[src/rtl/alarm_sequencer_if.sv]
// Signal bundle for alarm_sequencer: timekeeper/button inputs and alarm status outputs.
// master drives the time and buttons; slave is the sequencer itself.
interface alarm_sequencer_if;
   logic       tick_1hz;
   logic [4:0] cur_hours;
   logic [5:0] cur_minutes;
   logic [5:0] cur_seconds;
   logic       alarm_en;
   logic       btn_set;
   logic       btn_inc;
   logic       btn_snooze;
   logic       btn_stop;
   logic [4:0] alarm_hours;
   logic [5:0] alarm_minutes;
   logic       buzzer;
   logic [2:0] state;
   logic [2:0] snooze_count;

   modport master (
      output tick_1hz, cur_hours, cur_minutes, cur_seconds, alarm_en,
             btn_set, btn_inc, btn_snooze, btn_stop,
      input  alarm_hours, alarm_minutes, buzzer, state, snooze_count
   );

   modport slave (
      input  tick_1hz, cur_hours, cur_minutes, cur_seconds, alarm_en,
             btn_set, btn_inc, btn_snooze, btn_stop,
      output alarm_hours, alarm_minutes, buzzer, state, snooze_count
   );
endinterface

[src/rtl/alarm_sequencer.sv]
// Alarm clock sequencer: alarm time entry, arm/ring/snooze control and buzzer drive.
// Ring length, snooze delay and snooze allowance are set by parameters.
module alarm_sequencer #(
   parameter int unsigned SNOOZE_MIN     = 5,
   parameter int unsigned RING_TIMEOUT_S = 60,
   parameter int unsigned MAX_SNOOZE     = 3
) (
   input  logic               clk,
   input  logic               rst_n,
   alarm_sequencer_if.slave   bus
);

   typedef enum logic [2:0] {
      IDLE    = 3'd0,
      SET_HR  = 3'd1,
      SET_MIN = 3'd2,
      ARMED   = 3'd3,
      RINGING = 3'd4,
      SNOOZE  = 3'd5
   } state_t;

   state_t     state_q, state_d;
   logic [4:0] alarm_hours_q, alarm_hours_d;
   logic [5:0] alarm_minutes_q, alarm_minutes_d;
   logic [2:0] snooze_count_q, snooze_count_d;
   logic [7:0] ring_cnt_q, ring_cnt_d;
   logic [4:0] snz_hours_q, snz_hours_d;
   logic [5:0] snz_minutes_q, snz_minutes_d;
   logic       buzzer_q, buzzer_d;

   logic       sec_zero_tick;
   logic       armed_match;
   logic       snooze_match;
   logic       snooze_ok;
   logic [8:0] ring_inc;
   logic       ring_timeout;
   logic [6:0] min_sum;
   logic [4:0] snz_hr_calc;
   logic [5:0] snz_min_calc;

   assign sec_zero_tick = bus.tick_1hz && (bus.cur_seconds == 6'd0);
   assign armed_match   = sec_zero_tick && (bus.cur_hours == alarm_hours_q)
                          && (bus.cur_minutes == alarm_minutes_q);
   assign snooze_match  = sec_zero_tick && (bus.cur_hours == snz_hours_q)
                          && (bus.cur_minutes == snz_minutes_q);
   assign snooze_ok     = snooze_count_q < 3'(MAX_SNOOZE);
   assign ring_inc      = {1'b0, ring_cnt_q} + 9'd1;
   assign ring_timeout  = ring_inc == 9'(RING_TIMEOUT_S);

   // Snooze target = current time + SNOOZE_MIN, carrying minutes into hours at 60.
   always_comb begin
      min_sum      = {1'b0, bus.cur_minutes} + 7'(SNOOZE_MIN);
      snz_min_calc = min_sum[5:0];
      snz_hr_calc  = bus.cur_hours;
      if (min_sum >= 7'd60) begin
         snz_min_calc = 6'(min_sum - 7'd60);
         snz_hr_calc  = (bus.cur_hours >= 5'd23) ? 5'd0 : bus.cur_hours + 5'd1;
      end
   end

   always_ff @(posedge clk or negedge rst_n) begin
      if (!rst_n) begin
         state_q         <= IDLE;
         alarm_hours_q   <= '0;
         alarm_minutes_q <= '0;
         snooze_count_q  <= '0;
         ring_cnt_q      <= '0;
         snz_hours_q     <= '0;
         snz_minutes_q   <= '0;
         buzzer_q        <= 1'b0;
      end else begin
         state_q         <= state_d;
         alarm_hours_q   <= alarm_hours_d;
         alarm_minutes_q <= alarm_minutes_d;
         snooze_count_q  <= snooze_count_d;
         ring_cnt_q      <= ring_cnt_d;
         snz_hours_q     <= snz_hours_d;
         snz_minutes_q   <= snz_minutes_d;
         buzzer_q        <= buzzer_d;
      end
   end

   always_comb begin
      state_d         = state_q;
      alarm_hours_d   = alarm_hours_q;
      alarm_minutes_d = alarm_minutes_q;
      snooze_count_d  = snooze_count_q;
      ring_cnt_d      = ring_cnt_q;
      snz_hours_d     = snz_hours_q;
      snz_minutes_d   = snz_minutes_q;
      case (state_q)
         IDLE: begin
            if (bus.btn_set)       state_d = SET_HR;
            else if (bus.alarm_en) state_d = ARMED;
         end
         SET_HR: begin
            if (bus.btn_set)      state_d = SET_MIN;
            else if (bus.btn_inc) alarm_hours_d = (alarm_hours_q >= 5'd23) ? 5'd0 : alarm_hours_q + 5'd1;
         end
         SET_MIN: begin
            if (bus.btn_set)      state_d = IDLE;
            else if (bus.btn_inc) alarm_minutes_d = (alarm_minutes_q >= 6'd59) ? 6'd0 : alarm_minutes_q + 6'd1;
         end
         ARMED: begin
            if (!bus.alarm_en) begin
               state_d        = IDLE;
               snooze_count_d = '0;
            end else if (armed_match) begin
               state_d    = RINGING;
               ring_cnt_d = '0;
            end
         end
         RINGING: begin
            // Priority: disarm, stop, accepted snooze, then second counting/timeout.
            if (!bus.alarm_en) begin
               state_d        = IDLE;
               snooze_count_d = '0;
            end else if (bus.btn_stop) begin
               state_d        = ARMED;
               snooze_count_d = '0;
            end else if (bus.btn_snooze && snooze_ok) begin
               state_d        = SNOOZE;
               snooze_count_d = snooze_count_q + 3'd1;
               snz_hours_d    = snz_hr_calc;
               snz_minutes_d  = snz_min_calc;
            end else if (bus.tick_1hz) begin
               ring_cnt_d = ring_inc[7:0];
               if (ring_timeout) begin
                  state_d        = ARMED;
                  snooze_count_d = '0;
               end
            end
         end
         SNOOZE: begin
            if (!bus.alarm_en) begin
               state_d        = IDLE;
               snooze_count_d = '0;
            end else if (bus.btn_stop) begin
               state_d        = ARMED;
               snooze_count_d = '0;
            end else if (snooze_match) begin
               state_d    = RINGING;
               ring_cnt_d = '0;
            end
         end
         default: state_d = IDLE;
      endcase
   end

   always_comb begin
      buzzer_d = (state_d == RINGING);
   end

   assign bus.alarm_hours   = alarm_hours_q;
   assign bus.alarm_minutes = alarm_minutes_q;
   assign bus.buzzer        = buzzer_q;
   assign bus.state         = state_q;
   assign bus.snooze_count  = snooze_count_q;

endmodule

[src/flat_wrapper.sv]
// flat-port wrapper written by rule: the top's interface ports become plain ports
module alarm_sequencer_flat 
#(
   parameter int unsigned SNOOZE_MIN     = 5,
   parameter int unsigned RING_TIMEOUT_S = 60,
   parameter int unsigned MAX_SNOOZE     = 3
)
  (clk, rst_n, bus_tick_1hz, bus_cur_hours, bus_cur_minutes, bus_cur_seconds, bus_alarm_en, bus_btn_set, bus_btn_inc, bus_btn_snooze, bus_btn_stop, bus_alarm_hours, bus_alarm_minutes, bus_buzzer, bus_state, bus_snooze_count);
  alarm_sequencer_if bus_i ();
  input  logic clk;
  input  logic rst_n;
  input wire logic [$bits(bus_i.tick_1hz)-1:0] bus_tick_1hz;
  input wire logic [$bits(bus_i.cur_hours)-1:0] bus_cur_hours;
  input wire logic [$bits(bus_i.cur_minutes)-1:0] bus_cur_minutes;
  input wire logic [$bits(bus_i.cur_seconds)-1:0] bus_cur_seconds;
  input wire logic [$bits(bus_i.alarm_en)-1:0] bus_alarm_en;
  input wire logic [$bits(bus_i.btn_set)-1:0] bus_btn_set;
  input wire logic [$bits(bus_i.btn_inc)-1:0] bus_btn_inc;
  input wire logic [$bits(bus_i.btn_snooze)-1:0] bus_btn_snooze;
  input wire logic [$bits(bus_i.btn_stop)-1:0] bus_btn_stop;
  output wire logic [$bits(bus_i.alarm_hours)-1:0] bus_alarm_hours;
  output wire logic [$bits(bus_i.alarm_minutes)-1:0] bus_alarm_minutes;
  output wire logic [$bits(bus_i.buzzer)-1:0] bus_buzzer;
  output wire logic [$bits(bus_i.state)-1:0] bus_state;
  output wire logic [$bits(bus_i.snooze_count)-1:0] bus_snooze_count;
  assign bus_i.tick_1hz = bus_tick_1hz;
  assign bus_i.cur_hours = bus_cur_hours;
  assign bus_i.cur_minutes = bus_cur_minutes;
  assign bus_i.cur_seconds = bus_cur_seconds;
  assign bus_i.alarm_en = bus_alarm_en;
  assign bus_i.btn_set = bus_btn_set;
  assign bus_i.btn_inc = bus_btn_inc;
  assign bus_i.btn_snooze = bus_btn_snooze;
  assign bus_i.btn_stop = bus_btn_stop;
  assign bus_alarm_hours = bus_i.alarm_hours;
  assign bus_alarm_minutes = bus_i.alarm_minutes;
  assign bus_buzzer = bus_i.buzzer;
  assign bus_state = bus_i.state;
  assign bus_snooze_count = bus_i.snooze_count;
  alarm_sequencer #(.SNOOZE_MIN(SNOOZE_MIN), .RING_TIMEOUT_S(RING_TIMEOUT_S), .MAX_SNOOZE(MAX_SNOOZE)) u_core (.clk(clk), .rst_n(rst_n), .bus(bus_i));
endmodule
[config.mk]
export PLATFORM = sky130hd
export DESIGN_NAME = alarm_sequencer_flat
export DESIGN_NICKNAME = d
export VERILOG_FILES = /design/src/rtl/alarm_sequencer_if.sv /design/src/rtl/alarm_sequencer.sv /design/src/flat_wrapper.sv
export SDC_FILE = /design/constraint.sdc
export NUM_CORES = 1
export LEC_CHECK = 0
export ABC_AREA = 1
export ABC_CLOCK_PERIOD_IN_PS = 2080
export BUFFER_PORTS_ARGS = -buffer_cell sky130_fd_sc_hd__buf_2
export CAP_MARGIN = 20
export CORE_ASPECT_RATIO = 1.25
export CORE_MARGIN = 4
export CORE_UTILIZATION = 50
export CTS_BUF_LIST = sky130_fd_sc_hd__clkbuf_8
export DETAILED_ROUTE_END_ITERATION = 16
export PLACE_DENSITY = 0.71
export SLEW_MARGIN = 20
export SYNTH_ARGS = -nofsm -noshare
export SYNTH_HDL_FRONTEND = slang
export SYNTH_SLANG_ARGS = --single-unit
[constraint.sdc]
create_clock -name clk -period 2.08 [get_ports clk]
set_clock_uncertainty 0.1 [all_clocks]
set_input_delay 0.416 -clock clk [delete_from_list [all_inputs] [get_ports clk]]
set_output_delay 0.416 -clock clk [all_outputs]
set_load 0.01 [all_outputs]
==> impl_results.md <==
* Status: finished clean
* Crit path max fanout at 5
* Top cell type's share of synthesized area at 0.334
* Pins over their slew limit at 0
* Flop2flop setup slack at 0.21 ns
* DRC at 0
* Max frequency at 536 MHz
* First-pass GRT wire length at 11300 um
* Most frequent cell on the critical path: nand2_1
* Initial Utilization at 0.513
* Worst-Margin Slew at 0.487 ns
* Fill cells at 529
* Met1 Use GR at 0.265
* H-tree depth at 2
* CP arrival at 1.93 ns
* Routed vias at 2704
* Worst Path Required at 2.14 ns
* Syn Nets at 430
* Final Hold Viols at 0
* M2 GR Usage at 0.368
* Clock-pin slew on the worst setup and hold paths at 0.08 ns
* Layout cells sized above 1 at 0.191
* Final setup viols at 0
* Largest net degree at the start of global routing at 20
* Post-DP HPWL at 5370 um
* Hold depth at 3
* Endpoint class of the critical path: register
* Area of the multi-input gates at 1630 um2
* GPL Wtd Cong at 0.876
* GRT Util Overall at 0.210
* Final period utilization at 0.897
* Ranking of synthesized cells by area: dfrtp_1, nand2_1, nand3_1
* Die Ht at 91.3 um
* Yosys top cell by area: dfrtp_1
* Seq cells post-synth at 37
* VDD IR max at 708 uV
* Clock Sinks at 37
* Worst r2r src: u_core.ring_cnt_q[0]
* Hold endpoint: u_core.bus.state[1]
* Crit path max-delay cell type: dfrtp_1
* Pwr Density at 799 nW/um2
* Tmin final at 1.87 ns
* Sequential area share after synthesis at 0.334
* Post-synth ARST share at 1.00
* Busiest grt layer: met2
* P_leak at 1.67 nW
* Synth Cell Area at 2780 um2
* Hold crit path type: primary input to register
* Initial antenna violation count at 0
* CTS buffer count at 5
* Clock tree buffer depth at 2
* Main flop type after synthesis: dfrtp_1
* Post-CTS setup-driven buffer insertion count at 0
* CTS root buf: clkbuf_8
* N_diodes at 0
* RSZ-0062 raised after global routing: false
* Reg2reg end: u_core.bus.snooze_count[0]
* Setup Crit Path Kind: register to register
* Cell Chain, Critical Path: ha_1 -> nand3_2 -> inv_1 -> nand2_1 -> nand2_1 -> nor2_1 -> nand3_1 -> nand3_1 -> nand2_1 -> nand2_1 -> o21ai_0
* Io pins at 43
* Number of global-route vias before repair at 2475
* Nets at 486
* Post-route ant nets at 0
* Clock latency on the worst-skew pair at 0.29 ns
* Core area at 5410 um2
* Gr ovfl total at 0
* DIE WIDTH at 74.6 um
* Met3 Use GR at 0.0299
* Hold Slack at 0.278 ns
* Max-Cap Viols at 0
* Initial drt markers at 158
* Largest stage delay, worst path at 0.44 ns
* Post-Syn Area per Cell at 6.97 um2
* Yosys warns at 0
* TritonCTS clock tree: built
* Cell count after synthesis at 398
* Row count at 30
* Sequential Area at 926 um2
* FF-to-FF path depth at 11
* Die ar. at 6810 um2
* Post-synth top cells: nand2_1, inv_1, nor2_1
* First drt pass iteration count at 4
* Count of cell types in the netlist at 40
* Max transition margin at 0.674
* Most frequent cell after synthesis: nand2_1
* Detailed Route WL at 6730 um
* Area growth from synthesis to layout at 16.6%
* Vias per cell at 5.21
* Hold_sp: bus_alarm_en
* Port Buf Inserts at 42
* Routed len/inst at 13.0 um
* Startpoint Class: register
* Total power at 0.00258 W
* Number of synthesized flops with an enable pin at 0
==> layout make-up <==
type | count | area share
multi-input cells | 306 | 0.503
flip-flops and latches | 37 | 0.286
repair buffers | 57 | 0.101
inverters | 47 | 0.0545
clock buffers | 7 | 0.0298
well taps | 64 | 0.0247
clock inverters | 1 | 0.00155
==> placed cells by master, fill, tap and decap left out, types with 2 or more instances in the layout <==
cell      count
o21ai_0      12
inv_1        43
o211ai_1      2
a21oi_1       6
xor2_1        8
nand3b_1      4
dfrtp_1      37
nor3_2        2
buf_2        42
nand4_1      15
clkbuf_8      7
xnor2_1      15
nor2_2        2
ha_1          7
nor3_4        2
o21ai_1       3
nand2_1     127
nand2_2       3
nand3_1      34
buf_4        14
nor3_1        7
nor2_1       38
nand2_4       3
nor3b_1       2
inv_2         4
==> critical path, delay by kind of cell, from the launching register on <==
family / cells / cell delay (ns)
AOI/OAI and AO/OA: 1 / 0.08
DFF: 1 / 0.44
buffers and inverters: 1 / 0.05
adders and majority gates: 1 / 0.28
and+or+nand+nor: 8 / 0.81
==> state kept, by name, summed over array words and instances, names as in the netlist <==
signal / flops
u_core.bus.alarm_hours: 5
u_core.bus.alarm_minutes: 6
u_core.bus.buzzer: 1
u_core.bus.snooze_count: 3
u_core.bus.state: 3
u_core.ring_cnt_q: 8
u_core.snz_hours_q: 5
u_core.snz_minutes_q: 6
==> cell families after synthesis <==
kind of cell | Yosys count | synth area share
and+or+nand+nor | 245 | 0.412
buffers and inverters | 55 | 0.0816
DFF | 37 | 0.334
AOI/OAI and AO/OA | 30 | 0.0631
xor gates and xnor gates | 24 | 0.0785
adders and majority gates | 7 | 0.0316
==> where the power goes <==
part	internal, W	total [W]	leakage, nW	switching [W]
clock network	0.000300	0.000562	0.0542	0.000262
registers	0.000838	0.00102	0.475	0.000181
logic	0.000411	0.00100	1.15	0.000593
==> worst max path at each step <==
stage	from	to	slack, ns	cells past startpoint
2_1_floorplan	bus_cur_minutes[0]	u_core.snz_hours_q[1]	0.17	11
5_1_grt	u_core.ring_cnt_q[0]	u_core.bus.snooze_count[0]	0.02	11
4_1_cts	u_core.ring_cnt_q[0]	u_core.bus.snooze_count[0]	0.13	11
3_3_place_gp	bus_cur_minutes[0]	u_core.snz_minutes_q[2]	0.02	12
6_report	u_core.ring_cnt_q[0]	u_core.bus.snooze_count[0]	0.21	11
3_5_place_dp	bus_cur_minutes[0]	u_core.snz_minutes_q[3]	-0.03	12
==> through the flow <==
step	worst slack (ns)	setup TNS, ns	cell area, um2	utilization	instances
3_5_place_dp	-0.0263	-0.0957	3120	0.577	510
4_1_cts	0.130	0	3230	0.598	519
2_1_floorplan	0.167	0	2780	-	398
3_3_place_gp	0.0210	0	3120	0.577	510
6_report	0.214	0	3240	0.599	519
5_1_grt	0.0189	0	3240	0.599	519
==> metal layers <==
layer | share of wire | vias to the layer above
met5 | 0 | -
li1 | - | 1394
met4 | 0.010 | 0
met2 | 0.52 | 59
met1 | 0.42 | 1245
met3 | 0.043 | 6
==> what timing repair did <==
item,4_1_cts,5_1_grt
resized for setup,0,1
endpoints found under the setup margin,0,1
hold buffers,1,0
hold endpoints to repair,17,0
No activity file was read; power rests on OpenSTA's default activity.
